File: config.mk
export PLATFORM = sky130hd
export DESIGN_NAME = gain_offset_clamp_ramp
export DESIGN_NICKNAME = d
export VERILOG_FILES = /design/src/rtl/gain_offset_clamp_pkg.sv /design/src/rtl/goc_gain_ramp.sv /design/src/rtl/gain_offset_clamp_ramp.sv
export SDC_FILE = /design/constraint.sdc
export NUM_CORES = 1
export LEC_CHECK = 0
export ABC_CLOCK_PERIOD_IN_PS = 8300
export CORE_MARGIN = 10
export CORE_UTILIZATION = 40
export CTS_CLUSTER_SIZE = 14
export DETAILED_ROUTE_END_ITERATION = 12
export SYNTH_ARGS = -nofsm -noshare
export SYNTH_HDL_FRONTEND = slang
export SYNTH_SLANG_ARGS = --single-unit
File: constraint.sdc
create_clock -name clk -period 8.3 [get_ports clk]
set_input_delay 1.66 -clock clk [delete_from_list [all_inputs] [get_ports clk]]
set_output_delay 1.66 -clock clk [all_outputs]
set_load 0.02 [all_outputs]
File: src/rtl/gain_offset_clamp_pkg.sv
// gain_offset_clamp_pkg: shared arithmetic helpers for the multi-channel gain/offset/clamp datapath
package gain_offset_clamp_pkg;

    function automatic logic [63:0] unity_gain(input int radix);
        return 64'(1) << radix;
    endfunction

    // Round half toward +inf, then drop the fractional bits
    function automatic logic signed [63:0] round_shift(input logic signed [63:0] value, input int radix);
        return radix == 0 ? value : (value + (64'sd1 <<< (radix - 1))) >>> radix;
    endfunction

    function automatic logic signed [63:0] sat_signed(input logic signed [63:0] value, input int width,
                                                      output logic clip);
        logic signed [63:0] hi;
        logic signed [63:0] lo;
        hi = (64'sd1 <<< (width - 1)) - 64'sd1;
        lo = -(64'sd1 <<< (width - 1));
        clip = value > hi || value < lo;
        return value > hi ? hi : value < lo ? lo : value;
    endfunction

endpackage

File: src/rtl/goc_gain_ramp.sv
// goc_gain_ramp: per-channel current/target gain registers with bounded-step ramping
module goc_gain_ramp
    import gain_offset_clamp_pkg::*;
#(
    parameter int NCH        = 4,
    parameter int CH_W       = 2,
    parameter int GAIN_WIDTH = 16,
    parameter int GAIN_RADIX = 8,
    parameter int GAIN_STEP  = 0
) (
    input  logic                  clk,
    input  logic                  reset,
    input  logic                  step_en,
    input  logic [CH_W-1:0]       step_chan,
    input  logic                  cfg_wr,
    input  logic [CH_W-1:0]       cfg_chan,
    input  logic [GAIN_WIDTH-1:0] cfg_gain,
    output logic [GAIN_WIDTH-1:0] gain,
    output logic [NCH-1:0]        ramp_active
);

    localparam logic [GAIN_WIDTH-1:0] UNITY = GAIN_WIDTH'(unity_gain(GAIN_RADIX));
    localparam logic [GAIN_WIDTH-1:0] STEP  = GAIN_WIDTH'(GAIN_STEP);

    logic [GAIN_WIDTH-1:0] cur [NCH];
    logic [GAIN_WIDTH-1:0] tgt [NCH];
    logic [GAIN_WIDTH-1:0] c, t, nxt;

    assign gain = cur[step_chan];

    always_comb begin
        c = cur[step_chan];
        t = tgt[step_chan];
        nxt = GAIN_STEP == 0 ? t
            : t > c ? (t - c > STEP ? c + STEP : t)
            : (c - t > STEP ? c - STEP : t);
        for (int i = 0; i < NCH; i++) ramp_active[i] = cur[i] != tgt[i];
    end

    always_ff @(posedge clk)
        if (reset) begin
            cur <= '{default: UNITY};
            tgt <= '{default: UNITY};
        end else begin
            if (step_en) cur[step_chan] <= nxt;
            if (cfg_wr) tgt[cfg_chan] <= cfg_gain;
        end

endmodule

File: src/rtl/gain_offset_clamp_ramp.sv
// gain_offset_clamp_ramp: time-shared multi-channel gain/offset/clamp pipeline with ramped gain changes
module gain_offset_clamp_ramp
    import gain_offset_clamp_pkg::*;
#(
    parameter int NCH          = 4,
    parameter int IN_WIDTH     = 8,
    parameter int GAIN_WIDTH   = 16,
    parameter int GAIN_RADIX   = 8,
    parameter int OFFSET_WIDTH = 8,
    parameter int OUT_WIDTH    = 8,
    parameter int GAIN_STEP    = 0,
    localparam int CH_W        = NCH > 1 ? $clog2(NCH) : 1
) (
    input  logic                           clk,
    input  logic                           reset,
    input  logic signed [IN_WIDTH-1:0]     in,
    input  logic                           in_valid,
    input  logic [CH_W-1:0]                in_chan,
    input  logic                           cfg_wr,
    input  logic [CH_W-1:0]                cfg_chan,
    input  logic [GAIN_WIDTH-1:0]          cfg_gain,
    input  logic signed [OFFSET_WIDTH-1:0] cfg_offset,
    input  logic                           clip_clear,
    output logic signed [OUT_WIDTH-1:0]    out,
    output logic                           out_valid,
    output logic [CH_W-1:0]                out_chan,
    output logic                           out_clip,
    output logic [NCH-1:0]                 clip_status,
    output logic [NCH-1:0]                 ramp_active
);

    localparam int PW = IN_WIDTH + GAIN_WIDTH + 1;
    localparam int SW = (PW > OFFSET_WIDTH ? PW : OFFSET_WIDTH) + 1;

    logic                           in_ok, cfg_en;
    logic [GAIN_WIDTH-1:0]          gain;
    logic signed [OFFSET_WIDTH-1:0] offset [NCH];
    logic                           s1_v, s2_v;
    logic [CH_W-1:0]                s1_ch, s2_ch;
    logic signed [PW-1:0]           s1_prod;
    logic signed [OFFSET_WIDTH-1:0] s1_off;
    logic signed [SW-1:0]           s2_sum;
    logic signed [OUT_WIDTH-1:0]    sat_val;
    logic                           sat_clip;

    // A channel index outside 0..NCH-1 only exists when NCH is not a power of two
    if (NCH == (1 << CH_W)) begin : g_full
        assign in_ok  = in_valid;
        assign cfg_en = cfg_wr;
    end else begin : g_part
        assign in_ok  = in_valid && in_chan < CH_W'(NCH);
        assign cfg_en = cfg_wr && cfg_chan < CH_W'(NCH);
    end

    goc_gain_ramp #(
        .NCH(NCH), .CH_W(CH_W), .GAIN_WIDTH(GAIN_WIDTH), .GAIN_RADIX(GAIN_RADIX), .GAIN_STEP(GAIN_STEP)
    ) u_ramp (
        .clk(clk), .reset(reset), .step_en(in_ok), .step_chan(in_chan),
        .cfg_wr(cfg_en), .cfg_chan(cfg_chan), .cfg_gain(cfg_gain),
        .gain(gain), .ramp_active(ramp_active)
    );

    always_comb begin
        sat_clip = 1'b0;
        sat_val = OUT_WIDTH'(sat_signed(64'(s2_sum), OUT_WIDTH, sat_clip));
    end

    always_ff @(posedge clk)
        if (reset) begin
            offset <= '{default: '0};
            {s1_v, s2_v, out_valid, out_clip} <= '0;
            out <= '0;
            out_chan <= '0;
            clip_status <= '0;
        end else begin
            s1_v <= in_ok;
            s2_v <= s1_v;
            out_valid <= s2_v;
            if (in_ok) begin
                s1_ch <= in_chan;
                s1_prod <= PW'(in) * PW'($signed({1'b0, gain}));
                s1_off <= offset[in_chan];
            end
            if (s1_v) begin
                s2_ch <= s1_ch;
                s2_sum <= SW'(round_shift(64'(s1_prod), GAIN_RADIX)) + SW'(s1_off);
            end
            if (s2_v) begin
                out <= sat_val;
                out_chan <= s2_ch;
                out_clip <= sat_clip;
            end
            if (cfg_en) offset[cfg_chan] <= cfg_offset;
            clip_status <= (clip_clear ? '0 : clip_status) | (s2_v && sat_clip ? NCH'(1) << s2_ch : '0);
        end

endmodule

==> flow_summary.yaml, run 1 <==
timing:
  worst_pin_slew_ns: 1.04
  fin_crit_sh_pct: 83.1
  fmax_mhz: 145
  slew_headroom_pct: 30.4
  clock_skew_ns: 0.0166
  rsz0062_at_grt: "no"
  min_period_ns: 6.90
  hold_violations: 0
  final_max_slew_viol_count: 0
  setup_tns_ns: 0
  setup_viol: 0
cells_and_area:
  fin_nets: 1820
  syn_to_final_growth_pct: 13.2
  fill_cells: 3476
  fin_util_pct: 45.6
  diodes: 0
  final_cell_mix: "nand2_1, a21oi_1, dfxtp_1"
  layout_commonest_cell: "nand2_1"
  layout-drive-gt1-share_pct: 6.10
setup_path:
  cp_top_family: "adder cells"
  cp-end-kind: "flop"
  critPathBufInv: 3
  required_ns: 8.58
  slowest_delay_ns: 0.73
  crit_fanout: 32
  path_class: "input pin to flop"
  slowest_stage: "mux4_2"
  arrival_ns: 7.17
  cp-start-kind: "input pin"
  critical_path.most_common_cell: "fa_1"
  crit_chain: "buf_2 > mux4_2 > and2_1 > fa_1 > fa_1 > fa_1 > inv_1 > fa_1 > inv_1 > ha_1 > a211oi_2 > nor2_1 > nor3_4 > nand3_1 > a311oi_1 > o21bai_1 > xor2_1"
min_path:
  worstHoldPathType: "flop to flop"
placement:
  io_buffers: 60
  place_hpwl_um: 27300
  gp_congestion: 0.853
synthesis:
  yosysWarningCount: 0
  synth_cell_types: 60
  synth_top_cell_area_share_pct: 25.0
  ys.flop_type: "dfxtp_1"
  syn-cell-area_um2: 14300
  synth_top_area_cell: "dfxtp_1"
  ys_top_cells_by_area: "dfxtp_1, fa_1, edfxtp_1"
  yosysSeqAreaShare_pct: 35.3
  synth-seq-cells: 227
  async_flop_share_pct: 0
  synthCells: 1587
  synth.avg_cell_area_um2: 8.99
  synth-edff-count: 49
  syn-num-nets: 1788
floorplanning:
  die_height_um: 209
  row_count: 69
  start_util_pct: 40.3
  die_x_um: 209
  io_pins: 61
  core_area_um2: 35400
  dieArea_um2: 43600
route:
  maxUsedRoutingLayer: "met4"
  drc: 0
  wl_met2_um: 18000
  met3WireLength_um: 1250
  antenna_left: 0
  routed_wl_um: 37400
  vias: 10851
  met1_length_um: 17400
  vias_per_cell: 5.17
  drt_iter0_markers: 705
  dr.pass1.iters: 5
  wire_per_inst_um: 17.8
grt:
  antenna_found_initial: 0
  grtUsageTotal_pct: 17.0
  grt_max_degree: 81
  overflow: 0
  grt_pass1_wl_um: 60400
  grt_pass1_vias: 10963
clocking:
  insertion_delay_ns: 0.53
  hold_buffers: 0
  cts_tree: "done"
  cts_htree_levels: 1
  cts_resized: 0
  cts_inserted_buffers: 27
  cts_max_path_buffers: 3
  post_cts_buffers: 0
  cts.clk_slew.worst_paths_ns: 0.06
  clock-sinks: 227
  clockRootBuffer: "clkbuf_16"
flow_run:
  drv_cap: 0
pwr:
  peakVddDrop_v: 0.000169
  p_per_area_nw_per_um2: 173
  p_leak_uw: 0.00678
run_status:
  status: "finished, final reports clean"
## worst register-to-register path, cell delays in order (launching register included)
cell and delay (ns):
dfxtp_1 0.37, mux4_2 0.60, and2_1 0.22, fa_1 0.48
fa_1 0.52, fa_1 0.55, inv_1 0.05, fa_1 0.54
inv_1 0.04, ha_1 0.35, a211oi_2 0.23, nor2_1 0.10
nor3_4 0.18, nand3_1 0.13, a311oi_1 0.41, o21bai_1 0.13
xor2_1 0.15
## worst paths after layout
check / from / slack [ns] / cells after the start / to
worst min-delay path: s1_ch[0] / 0.43 / 0 / s2_ch[0]
worst max register to register: u_ramp.cur[35] / 3.01 / 16 / s1_prod[21]
worst min register to register: s1_ch[0] / 0.43 / 0 / s2_ch[0]
worst max-delay path: in_chan[0] / 1.40 / 17 / s1_prod[21]
## area by class of cell
class                      instances  area [um2]  area share, %
multi-input combinational       1167        8510           52.7
sequential                       227        5030           31.2
clock buffer                      39         802           4.97
timing repair buffer              73         686           4.25
tap                              461         577           3.57
inverter                         123         462           2.86
clock inverter                    10        82.6          0.511
## stage by stage
step	area [um2]	worst slack [ns]	hold WS [ns]	total power, uW	instances
global placement	15300	0.890	0.405	1660	2051
finish	16100	1.40	0.432	2800	2100
global route	16100	1.06	0.449	2920	2100
CTS	16100	1.37	0.430	2820	2100
detailed placement	15300	0.820	0.413	1670	2051
floorplan	14300	1.45	0.400	1520	1587
## flip-flops by register name, indices dropped and copies added (netlist names), 4 cells and up
signal,cells
out,8
u_ramp.tgt,64
clip_status,4
s1_prod,18
s2_sum,19
offset,32
u_ramp.cur,64
s1_off,8
## cells in the mapped netlist (3+ instances only)
cell / count
buf_2: 5
ha_1: 76
nand3b_1: 10
inv_1: 123
or2_2: 4
xor2_1: 76
dfxtp_1: 178
mux4_2: 24
nor3b_1: 4
nand3_1: 13
fa_1: 84
nand2b_1: 17
and3_1: 11
o21ai_1: 5
nor2b_1: 9
and2_1: 96
a211oi_1: 6
o31a_1: 3
a21o_1: 14
nor4_1: 18
nor2_1: 43
a21oi_1: 182
o21ai_0: 13
or3_1: 3
mux2i_1: 3
nand4_1: 8
xnor2_1: 31
nand2_1: 357
o21a_1: 8
o211ai_1: 7
nor3_1: 10
edfxtp_1: 49
clkbuf_1: 63
## cells by family (layout without fill, tap and decap cells)
logic type	after synthesis	after routing	synth area share, %
mux	27	27	4.00
flops	227	227	35.3
fa+ha+maj	160	160	18.4
compound gates	259	259	10.5
simple gates	614	614	20.1
xor+xnor	107	107	6.57
buf+inv	193	245	5.17
## report_power, final
group	leakage (uW)	total, uW	internal (uW)	switching [uW]
combinational	0.00444	436	175	261
clock	0.000442	1160	701	455
sequential	0.00190	1210	1180	28.8
total	0.00678	2800	2050	745
## layer usage
| layer | global-route usage [%] | up-vias |
|---|---|---|
| met3 | 1.94 | 46 |
| met4 | 4.22 | 0 |
| li1 | - | 5309 |
| met1 | 22.2 | 5304 |
| met5 | 0 | - |
| met2 | 29.2 | 192 |
No activity file was read; power rests on OpenSTA's default activity.
==> run 2: changes to the inputs <==
- ABC_CLOCK_PERIOD_IN_PS: 8300 -> 6100
- clock period: 8.3 -> 6.1 ns (I/O delays scaled with it)
==> flow_summary.yaml, run 2 (synthesized netlist as in run 1, its figures left out) <==
timing:
  rsz0062_at_grt: "no"
  final_max_slew_viol_count: 0
  slew_headroom_pct: 29.5
  worst_pin_slew_ns: 1.05
  fmax_mhz: 172
  hold_violations: 0
  clock_skew_ns: 0.0202
  setup_viol: 0
  fin_crit_sh_pct: 95.6
  setup_ws_ns: 0.270
  min_period_ns: 5.83
grt:
  grtUsageTotal_pct: 16.7
  antenna_found_initial: 0
  overflow: 0
  grt_pass1_vias: 11064
  grt_pass1_wl_um: 60000
  grt_max_degree: 90
floorplanning:
  core_area_um2: 35400
  io_pins: 61
  die_x_um: 209
  dieArea_um2: 43600
  die_height_um: 209
  row_count: 69
  start_util_pct: 40.3
clocking:
  cts_htree_levels: 1
  cts.clk_slew.worst_paths_ns: 0.06
  clock-sinks: 227
  cts_max_path_buffers: 3
  cts_tree: "done"
  insertion_delay_ns: 0.54
  post_cts_buffers: 0
  clockRootBuffer: "clkbuf_16"
  cts_inserted_buffers: 25
setup_path:
  crit_fanout: 7
  ff2ff_setup_slack_ns: 0.89
  required_ns: 6.46
  cp-end-kind: "flop"
  cp-start-kind: "input pin"
  arrival_ns: 6.19
  path_class: "input pin to flop"
  startpoint: "in_chan[1]"
  timing.rr.start: "u_ramp.cur[16]"
route:
  drc: 0
  vias: 11151
  dr.pass1.iters: 6
  drt_iter0_markers: 791
  routed_wl_um: 37300
  vias_per_cell: 5.16
  antenna_left: 0
  wire_per_inst_um: 17.2
pwr:
  finalPower_uw: 3840
  p_leak_uw: 0.00711
  peakVddDrop_v: 0.000232
  p_per_area_nw_per_um2: 230
placement:
  io_buffers: 60
  place_hpwl_um: 27500
  gp_congestion: 0.863
  dp_slack_ns: -0.437
  dpl-instance-area_um2: 15800
cells_and_area:
  fin_nets: 1883
  syn_to_final_growth_pct: 17.1
  fill_cells: 3392
  final_cell_area_um2: 16700
  diodes: 0
  layout-drive-gt1-share_pct: 9.99
  top_regs: "u_ramp.cur: 64 flops, u_ramp.tgt: 64 flops, offset: 32 flops"
  layout_commonest_cell: "nand2_1"
  final_cell_mix: "nand2_1, a21oi_1, dfxtp_1"
min_path:
  worstHoldPathType: "flop to flop"
  hold_start: "s1_ch[1]"
flow_run:
  drv_cap: 0
run_status:
  status: "finished, final reports clean"
run 2: cell types whose count changed in the layout (fill, tap and decap cells not counted), sizes merged:
cell	delta
buf	+65
clkinvlp	+2
inv	+1
clkinv	-4
clkbuf	-2
run 2: through the flow:
stage	hold WS [ns]	std cells	util (%)	TNS [ns]
finish	0.418	2162	47.2	0
global route	0.420	2162	47.2	0
CTS	0.418	2162	47.1	0
detailed placement	0.406	2116	44.7	-4.25
global placement	0.406	2116	44.7	-3.13
floorplan	0.400	1587	-	0
run 2: per-layer routing:
metal | GRT usage (%) | part of all wire [%]
met3 | 2.01 | 4.5
met2 | 28.1 | 47
met5 | 0 | 0
met4 | 4.81 | 2.6
met1 | 22.1 | 46
run 2: power breakdown:
part	leakage, uW	internal, uW	switching, uW	total (uW)
Combinational	0.00479	279	364	643
Clock	0.000429	924	627	1550
Sequential	0.00190	1600	40.0	1640
run 2: layout make-up:
class                           instances  area [um2]  area share (%)
Multi-Input combinational cell       1167        8530            51.1
Sequential cell                       227        5030            30.1
Timing Repair Buffer                  138        1230            7.36
Clock buffer                           37         771            4.61
Tap cell                              461         577            3.45
Inverter                              123         462            2.76
Clock inverter                          9        97.6           0.584
run 2: worst paths after layout:
path            endpoint  depth (start not counted)
min reg2reg     s2_ch[1]                          0
min             s2_ch[1]                          0
max          s1_prod[24]                         18
max reg2reg  s1_prod[24]                         16
run 2: worst max-delay path, cell delays in order:
cell       delay [ns]
buf_2            0.24
buf_4            0.22
mux4_2           0.37
nand2b_1         0.20
fa_1             0.51
fa_1             0.54
inv_1            0.05
fa_1             0.53
inv_1            0.06
fa_1             0.53
inv_1            0.04
ha_1             0.31
nor2b_1          0.16
o2111ai_2        0.30
a211oi_2         0.14
o31a_1           0.36
o211a_1          0.23
nor3_1           0.17
run 2: timing repair:
| item | 4_1_cts | 5_1_grt |
|---|---|---|
| endpoints found under the setup margin | 0 | 7 |
| hold buffers | 0 | 0 |
| hold endpoints to repair | 0 | 0 |
| gates resized for setup | 0 | 6 |
==> run 3: changes to the inputs <==
- CORE_ASPECT_RATIO: not set -> 1.75
- CORE_MARGIN: 10 -> 4
==> flow_summary.yaml, run 3 (synthesized netlist as in run 1, its figures left out) <==
cells_and_area:
  layout-drive-gt1-share_pct: 10.1
  final_cell_mix: "nand2_1, a21oi_1, dfxtp_1"
  fill_cells: 3405
  register_area_um2: 5030
  final_cell_count_no_fill: 2170
  multi_input_area_um2: 8540
  layout_commonest_cell: "nand2_1"
  syn_to_final_growth_pct: 16.6
  fin_nets: 1890
  top_regs: "u_ramp.cur: 64 flops, u_ramp.tgt: 64 flops, offset: 32 flops"
  fin_util_pct: 47.1
  diodes: 0
  final_cell_area_um2: 16600
setup_path:
  required_ns: 6.47
  path_class: "input pin to flop"
  cp-start-kind: "input pin"
  crit_fanout: 9
  arrival_ns: 6.24
  ff2ff_setup_slack_ns: 0.82
  r2r_cells: 16
  timing.rr.start: "u_ramp.cur[0]"
  cp-end-kind: "flop"
  startpoint: "in_chan[0]"
floorplanning:
  die_height_um: 258
  core_area_um2: 35300
  io_pins: 61
  die_x_um: 151
  start_util_pct: 40.4
  dieArea_um2: 38900
  row_count: 91
route:
  met1_length_um: 12900
  antenna_left: 0
  vias: 11125
  drt_iter0_markers: 446
  dr.pass1.iters: 5
  wire_per_inst_um: 17.3
  maxUsedRoutingLayer: "met4"
  drc: 0
  wl_met2_um: 21300
  vias_per_cell: 5.13
  met3WireLength_um: 1170
  routed_wl_um: 37500
clocking:
  hold_buffers: 0
  insertion_delay_ns: 0.53
  cts_htree_levels: 1
  clockRootBuffer: "clkbuf_16"
  cts_tree: "done"
  cts_max_path_buffers: 3
  cts.clk_slew.worst_paths_ns: 0.06
  clock-sinks: 227
  cts_inserted_buffers: 23
flow_run:
  drv_cap: 0
timing:
  setup_tns_ns: 0
  fin_crit_sh_pct: 96.4
  clock_skew_ns: 0.0102
  hold_violations: 0
  slew_headroom_pct: 33.9
  worst_pin_slew_ns: 0.987
  setup_viol: 0
  fmax_mhz: 170
  min_period_ns: 5.88
  final_max_slew_viol_count: 0
placement:
  dpl-instance-area_um2: 15800
  io_buffers: 60
  gp_congestion: 0.854
  place_hpwl_um: 28700
  dp.cells: 2126
min_path:
  hold_start: "s1_ch[0]"
  worstHoldPathType: "flop to flop"
  hold_path_depth: 0
pwr:
  p_per_area_nw_per_um2: 221
  finalPower_uw: 3680
  p_leak_uw: 0.00710
  peakVddDrop_v: 0.000194
grt:
  overflow: 0
  grt_pass1_vias: 11515
  grtUsageTotal_pct: 19.5
  antenna_found_initial: 0
  grt_max_degree: 90
  grt_pass1_wl_um: 59700
run_status:
  status: "finished, final reports clean"
[run 3: changes by cell type in the layout (fill, tap and decap cells not counted), sizes merged]
| cell | change |
|---|---|
| clkbuf | -9 |
| bufinv | +1 |
| buf | +9 |
| clkinvlp | -2 |
| clkinv | +5 |
[run 3: timing repair]
action,in CTS,in global routing
endpoints found under the setup margin,0,9
endpoints found under the hold margin,0,0
buffers inserted,0,3
gates resized for setup,0,11
[run 3: final cells by class]
| class | count | area share [%] |
|---|---|---|
| clock buffer | 28 | 3.69 |
| clock inverter | 13 | 0.760 |
| inverter | 123 | 2.77 |
| multi-input combinational | 1167 | 51.3 |
| sequential | 227 | 30.3 |
| tap | 465 | 3.50 |
| timing repair buffer | 147 | 7.69 |
[run 3: metal layers]
layer | GRT usage (%) | up-vias
met5 | 0 | -
met4 | 10.2 | 0
met3 | 2.04 | 90
met2 | 38.3 | 204
met1 | 19.5 | 5380
li1 | - | 5451
[run 3: worst paths after layout]
kind / end
worst max register to register: s1_prod[24]
worst max-delay path: s1_prod[24]
worst min-delay path: s2_ch[0]
worst min register to register: s2_ch[0]
[run 3: per-stage QoR]
step	worst slack, ns	hold slack (ns)
after floorplan	0.00422	0.400
after global placement	-0.447	0.403
after detailed placement	-0.511	0.408
after CTS	0.0506	0.423
after global routing	-0.0348	0.428
final	0.221	0.420
[run 3: critical path, cell delays in order]
cell and delay, ns:
buf_8 0.13, buf_4 0.15, mux4_2 0.56, and2_1 0.21, fa_1 0.56, fa_1 0.44
fa_1 0.54, inv_1 0.06, fa_1 0.52, inv_1 0.06, ha_4 0.24, a211oi_2 0.21
nor2_1 0.11, nor3_4 0.26, a211oi_2 0.15, o31a_1 0.37, o211a_1 0.24, nor3_2 0.18
[run 3: where the power goes]
| part | switching [uW] | internal, uW |
|---|---|---|
| Sequential | 38.8 | 1600 |
| Combinational | 358 | 280 |
| Clock | 600 | 806 |
